## config.mk

```make
export PLATFORM = sky130hd
export DESIGN_NAME = operate_uart_sender
export DESIGN_NICKNAME = d
export VERILOG_FILES = /design/src/rtl/operate_uart_sender_pkg.sv /design/src/rtl/operate_uart_sender_op_cmd_fifo.sv /design/src/rtl/operate_uart_sender.sv
export SDC_FILE = /design/constraint.sdc
export NUM_CORES = 1
export LEC_CHECK = 0
export CORE_ASPECT_RATIO = 0.8
export CORE_MARGIN = 2
export CORE_UTILIZATION = 35
export DETAILED_ROUTE_END_ITERATION = 16
export GPL_TIMING_DRIVEN = 0
export SLEW_MARGIN = 20
export SYNTH_ARGS = -nofsm -noshare
export SYNTH_HDL_FRONTEND = slang
export SYNTH_SLANG_ARGS = --single-unit
```

## constraint.sdc

```tcl
create_clock -name uart_clk -period 2.4 [get_ports uart_clk]
set_clock_uncertainty 0.15 [all_clocks]
set_input_delay 0.72 -clock uart_clk [delete_from_list [all_inputs] [get_ports uart_clk]]
set_output_delay 0.72 -clock uart_clk [all_outputs]
set_load 0.01 [all_outputs]
```

## src/rtl/operate_uart_sender_pkg.sv

```systemverilog
// Shared constants for the operate path: operate/target codes, UART framing
// constants, TX FSM state encodings and the queued command layout.
package operate_uart_sender_pkg;

  localparam logic [7:0] OPERATE_IGNORE = 8'h00;
  localparam logic [7:0] OPERATE_START  = 8'h01;
  localparam logic [7:0] OPERATE_STOP   = 8'h02;
  localparam logic [7:0] OPERATE_LEFT   = 8'h03;
  localparam logic [7:0] OPERATE_RIGHT  = 8'h04;
  localparam logic [7:0] OPERATE_FIRE   = 8'h05;

  localparam logic [7:0] TARGET_HOST    = 8'h1C;
  localparam logic [7:0] TARGET_PLAYER1 = 8'h21;
  localparam logic [7:0] TARGET_PLAYER2 = 8'h22;

  // start + 8 data + stop
  localparam int UART_FRAME_BITS = 10;

  typedef enum logic [2:0] {
    UART_IDLE  = 3'd0,
    UART_START = 3'd1,
    UART_DATA  = 3'd2,
    UART_STOP  = 3'd3,
    UART_GAP   = 3'd4
  } uart_state_t;

  typedef struct packed {
    logic [7:0] target;
    logic [7:0] operate;
  } op_cmd_t;

  // Byte 0 goes out first and is the target; byte 1 is the operate code.
  function automatic logic [7:0] cmd_byte(input op_cmd_t cmd, input logic sel);
    return sel ? cmd.operate : cmd.target;
  endfunction

endpackage

```

## src/rtl/operate_uart_sender_op_cmd_fifo.sv

```systemverilog
// Synchronous command FIFO with wrap-bit pointers; the head is readable
// combinationally so the TX FSM can pop and load in the same edge.
module op_cmd_fifo #(
  parameter int DEPTH = 4,
  parameter int WIDTH = 16
) (
  input  logic             clk,
  input  logic             srst,
  input  logic             push,
  input  logic             pop,
  input  logic [WIDTH-1:0] din,
  output logic [WIDTH-1:0] dout,
  output logic             full,
  output logic             empty
);

  localparam int AW = (DEPTH > 1) ? $clog2(DEPTH) : 1;

  logic [AW:0]      wr_ptr_reg;
  logic [AW:0]      rd_ptr_reg;
  logic [WIDTH-1:0] mem [DEPTH];
  logic             do_push;
  logic             do_pop;

  assign empty = (wr_ptr_reg == rd_ptr_reg);
  assign full  = (wr_ptr_reg[AW] != rd_ptr_reg[AW]) &&
                 (wr_ptr_reg[AW-1:0] == rd_ptr_reg[AW-1:0]);

  // A push into a full FIFO is legal when the head leaves on the same edge.
  assign do_push = push && (!full || pop);
  assign do_pop  = pop && !empty;

  assign dout = mem[rd_ptr_reg[AW-1:0]];

  always_ff @(posedge clk) begin
    if (do_push) begin
      mem[wr_ptr_reg[AW-1:0]] <= din;
    end
  end

  always_ff @(posedge clk) begin
    if (srst) begin
      wr_ptr_reg <= '0;
      rd_ptr_reg <= '0;
    end else begin
      if (do_push) begin
        wr_ptr_reg <= wr_ptr_reg + 1'b1;
      end
      if (do_pop) begin
        rd_ptr_reg <= rd_ptr_reg + 1'b1;
      end
    end
  end

endmodule

```

## src/rtl/operate_uart_sender.sv

```systemverilog
// Buffers verified operate commands and serialises each as a two-byte 8N1
// frame (target, then operate) followed by an idle gap; counts dropped commands.
module operate_uart_sender
  import operate_uart_sender_pkg::*;
#(
  parameter int CLKS_PER_BIT = 16,
  parameter int FIFO_DEPTH   = 4,
  parameter int GAP_BITS     = 2
) (
  input  logic       uart_clk,
  input  logic       rst,
  input  logic       op_valid,
  input  logic [7:0] data_operate_verified,
  input  logic [7:0] data_target,
  output logic       uart_tx,
  output logic       busy,
  output logic       fifo_full,
  output logic [7:0] drop_count
);

  localparam int TIMER_W = (CLKS_PER_BIT > 1) ? $clog2(CLKS_PER_BIT) : 1;
  localparam int GAP_W   = (GAP_BITS > 1) ? $clog2(GAP_BITS) : 1;
  localparam logic [TIMER_W-1:0] TIMER_LAST = TIMER_W'(CLKS_PER_BIT - 1);
  localparam logic [GAP_W-1:0]   GAP_LAST   = GAP_W'((GAP_BITS > 0) ? GAP_BITS - 1 : 0);

  uart_state_t        state_reg, state_next;
  logic [TIMER_W-1:0] timer_reg, timer_next;
  logic [2:0]         bit_idx_reg, bit_idx_next;
  logic               byte_sel_reg, byte_sel_next;
  logic [GAP_W-1:0]   gap_cnt_reg, gap_cnt_next;
  op_cmd_t            shift_reg, shift_next;
  logic               tx_reg, tx_next;
  logic [7:0]         drop_count_reg;
  logic [7:0]         tx_byte;

  logic        push_req;
  logic        drop;
  logic        fifo_pop;
  logic        fifo_empty;
  logic        fifo_is_full;
  logic [15:0] fifo_dout;
  logic        bit_done;

  assign push_req = op_valid && (data_operate_verified != OPERATE_IGNORE);
  assign drop     = push_req && fifo_is_full && !fifo_pop;
  assign bit_done = (timer_reg == TIMER_LAST);

  op_cmd_fifo #(
    .DEPTH (FIFO_DEPTH),
    .WIDTH (16)
  ) u_fifo (
    .clk   (uart_clk),
    .srst  (rst),
    .push  (push_req),
    .pop   (fifo_pop),
    .din   ({data_target, data_operate_verified}),
    .dout  (fifo_dout),
    .full  (fifo_is_full),
    .empty (fifo_empty)
  );

  always_ff @(posedge uart_clk) begin
    if (rst) begin
      drop_count_reg <= '0;
    end else if (drop && (drop_count_reg != 8'hFF)) begin
      drop_count_reg <= drop_count_reg + 8'd1;
    end
  end

  always_ff @(posedge uart_clk) begin
    if (rst) begin
      state_reg    <= UART_IDLE;
      timer_reg    <= '0;
      bit_idx_reg  <= '0;
      byte_sel_reg <= 1'b0;
      gap_cnt_reg  <= '0;
      shift_reg    <= '0;
      tx_reg       <= 1'b1;
    end else begin
      state_reg    <= state_next;
      timer_reg    <= timer_next;
      bit_idx_reg  <= bit_idx_next;
      byte_sel_reg <= byte_sel_next;
      gap_cnt_reg  <= gap_cnt_next;
      shift_reg    <= shift_next;
      tx_reg       <= tx_next;
    end
  end

  always_comb begin
    state_next    = state_reg;
    timer_next    = timer_reg + 1'b1;
    bit_idx_next  = bit_idx_reg;
    byte_sel_next = byte_sel_reg;
    gap_cnt_next  = gap_cnt_reg;
    shift_next    = shift_reg;
    fifo_pop      = 1'b0;
    case (state_reg)
      UART_IDLE: begin
        timer_next = '0;
        if (!fifo_empty) begin
          fifo_pop      = 1'b1;
          shift_next    = op_cmd_t'(fifo_dout);
          byte_sel_next = 1'b0;
          state_next    = UART_START;
        end
      end
      UART_START: begin
        if (bit_done) begin
          timer_next   = '0;
          bit_idx_next = '0;
          state_next   = UART_DATA;
        end
      end
      UART_DATA: begin
        if (bit_done) begin
          timer_next = '0;
          if (bit_idx_reg == 3'd7) begin
            state_next = UART_STOP;
          end else begin
            bit_idx_next = bit_idx_reg + 3'd1;
          end
        end
      end
      UART_STOP: begin
        if (bit_done) begin
          timer_next = '0;
          if (!byte_sel_reg) begin
            byte_sel_next = 1'b1;
            state_next    = UART_START;
          end else if (GAP_BITS == 0) begin
            state_next = UART_IDLE;
          end else begin
            gap_cnt_next = '0;
            state_next   = UART_GAP;
          end
        end
      end
      UART_GAP: begin
        if (bit_done) begin
          timer_next = '0;
          if (gap_cnt_reg == GAP_LAST) begin
            state_next = UART_IDLE;
          end else begin
            gap_cnt_next = gap_cnt_reg + 1'b1;
          end
        end
      end
      default: begin
        state_next = UART_IDLE;
        timer_next = '0;
      end
    endcase
  end

  // The line level is computed from the next state so the flop shows the
  // new bit in the same cycle the FSM enters it.
  always_comb begin
    tx_byte = cmd_byte(shift_next, byte_sel_next);
    tx_next = 1'b1;
    case (state_next)
      UART_START: tx_next = 1'b0;
      UART_DATA:  tx_next = tx_byte[bit_idx_next];
      default:    tx_next = 1'b1;
    endcase
  end

  assign uart_tx    = tx_reg;
  assign busy       = (state_reg != UART_IDLE) || !fifo_empty;
  assign fifo_full  = fifo_is_full;
  assign drop_count = drop_count_reg;

endmodule
```

==> reports/qor.txt <==
WS Path Type: reg -> reg
Failing checks: negative setup slack
IO buf count: 29
CORE AREA: 12800 um2
H-tree level count: 3
Register area: 2840 um2
Unrepaired setup endpoints after global routing: yes
Seq cells post-synth: 109
Part of the cycle the worst path needs: 102%
Leakage power figure: 1.94 nW
Syn nets: 368
Die width: 131 um
Status: finished, violations left
Die height: 106 um
Worst-Skew Late Latency: 0.35 ns
Worst-path clk slew: 0.07 ns
Synth cell types: 52
Via count: 2866
VDD IR max: 0.000414 V
CTS tree: yes
Post-Syn Area: 4540 um2
Switching Share: 30.2%
CTS buffer count: 9
Hold_ws: 0.305 ns
Int Pwr: 3.44 mW
Slew @ Worst Pin: 0.534 ns
Grt total ovfl: 0
Max reg flops: 64
Final WL: 9520 um
Row cnt: 37
Antenna violations before repair: 0
Clock power frac: 27.9%
Final nets: 425
Top cells by area, synth: edfxtp_1 42%, dfxtp_1 20%, mux4_2 7.9%
Maxcap violations: 0
Area occupied by multi-input gates: 1800 um2
Startpoint types: register
Syn_area_per_cell: 13.3 um2
Post-synth top cells: 64 x edfxtp_1, 45 x dfxtp_1, 42 x nand2_1
Final core utilization: 43.9%
Psw: 1.49 mW
Most frequent cell after synthesis: edfxtp_1
Pin count of the biggest net entering global routing: 19
HP Class: reg -> reg
CTS Hold Buffers Added: 0
Initial Utilization: 35.5%
CP max FO: 4
Clock buffer depth: 2
Setup Viol. Count Final: 1
DP Wirelength: 6030 um
Clock Sinks: 109
Minimum clock period: 2.44 ns
Tot Pwr: 4.94 mW
Finished Layout Cells: 578
Met3 Track Usage GR: 3.42%
Number of flops mapped to enable cells by yosys: 64
Max-slew violations: 0
Async SR Flop Fraction: 0%
Final RePlAce weighted congestion: 0.780
Filler instances: 1188
Initial detailed-routing violation count: 167
Router iterations before antenna repair: 4
Yosys warns: 0
Pre-CTS setup slack: -1.12 ns
Max Fclk: 410 MHz
Power Dens Cells: 879 nW/um2
Most area-hungry cell type in the Yosys netlist: edfxtp_1
ANT cells: 0
Remaining DRCs: 0
Sequential-to-total area share from yosys stat: 62.2%
Vias per cell: 4.96
Synth top area share: 42.3%
Die area: 13900 um2
Primary FF master, synth: edfxtp_1
Clock root buffer: clkbuf_16
Power share of the combinational group: 25.4%
Required time worst endpoint: 2.49 ns
Post-route ant nets: 0
Share of layout cells above drive strength 1: 26.1%
CP Data Arrival Time: 2.54 ns
Grt met1 use: 19.3%
I/O Pins: 30
First-pass GRT wire length: 15500 um
Met2 GRT Util: 24.1%
Total GRT Usage: 14.7%
Slew HR: 64.4%
Placed cell count: 545
Area growth syn-to-layout: 23.6%
Final hold vios: 0
Setup ws final: -0.0402 ns
GRT Max-Usage Layer: met2
Routed len/inst: 16.5 um
Reg power frac: 46.7%
Worst setup EP type: register
Vias in the first global route: 2872
Mapped Cells: 341
-- metrics by stage --
step / area [um2] / setup TNS, ns
CTS: 5520 / 0
floorplan: 4540 / 0
finish: 5610 / -0.0402
global route: 5610 / -0.125
global placement: 5050 / -75.41
detailed placement: 5050 / -78.55
-- power groups by stage --
stage               registers [mW]  clock network, mW  logic (mW)
floorplan                     2.30                  0       0.840
global placement              2.31                  0        1.15
detailed placement            2.33                  0        1.17
finish                        2.31               1.38        1.25
global route                  2.33               1.48        1.40
CTS                           2.30               1.41        1.23
-- logic make-up after synthesis --
kind of cell	share of synthesized area [%]
and+or+nand+nor	12.2
DFF	62.2
AOI/OAI and AO/OA	7.52
muxes	9.92
buffers and inverters	2.20
xor gates and xnor gates	3.78
adders and majority gates	2.20
-- per-layer routing --
| layer | share of wire (%) | up-vias |
|---|---|---|
| met5 | 0 | - |
| met4 | 1.4 | 0 |
| met3 | 3.7 | 10 |
| met2 | 47 | 51 |
| met1 | 48 | 1425 |
| li1 | - | 1380 |
-- area by class of cell --
type / instances / share of cell area [%]
flip-flops and latches: 109 / 50.5
multi-input cells: 216 / 32.1
repair buffers: 42 / 6.62
clock buffers: 9 / 4.01
well taps: 175 / 3.90
plain buffers: 15 / 1.63
clock inverters: 7 / 0.847
inverters: 5 / 0.334
-- layout by cell type (no fill, tap or decap), drive strengths merged, types with 2 or more instances in the layout --
cell            n
and3            7
nand3           8
dfxtp          45
nor4            3
and4            2
xnor2          10
clkdlybuf4s15   3
clkinv          4
clkdlybuf4s50  19
a31o            2
edfxtp         64
o21ai           8
nor2           30
clkbuf         20
dlygate4sd2     5
mux4           16
a221oi          2
nor3            4
inv             7
and2           11
a31oi           7
nand4b          2
buf            19
mux2i           9
ha              8
or4             2
xor2            7
a21oi          20
a311oi          2
nand2          42
-- timing repair --
action	4_1_cts	5_1_grt
pin swaps	13	12
buffers inserted	9	4
gates resized for setup	49	23
endpoints found under the setup margin	88	21
gates cloned	5	0
-- critical path, stage by stage, from the launching register on --
cell       delay (ns)
dfxtp_2          0.35
ha_2             0.20
a21o_2           0.22
and3_2           0.25
a221o_2          0.38
a2111oi_4        0.21
a31oi_1          0.08
and3_1           0.21
nor4_2           0.30
-- path summary, 6_finish.rpt --
path / startpoint / endpoint / slack (ns) / depth (start not counted)
hold reg to reg: timer_reg[0] / timer_reg[0] / 0.30 / 1
setup / recovery: bit_idx_reg[0] / uart_tx / -0.04 / 8
hold / removal: timer_reg[0] / timer_reg[0] / 0.30 / 1
setup reg to reg: bit_idx_reg[0] / uart_tx / -0.04 / 8
Note: power is estimated with default switching activity, not from simulation.
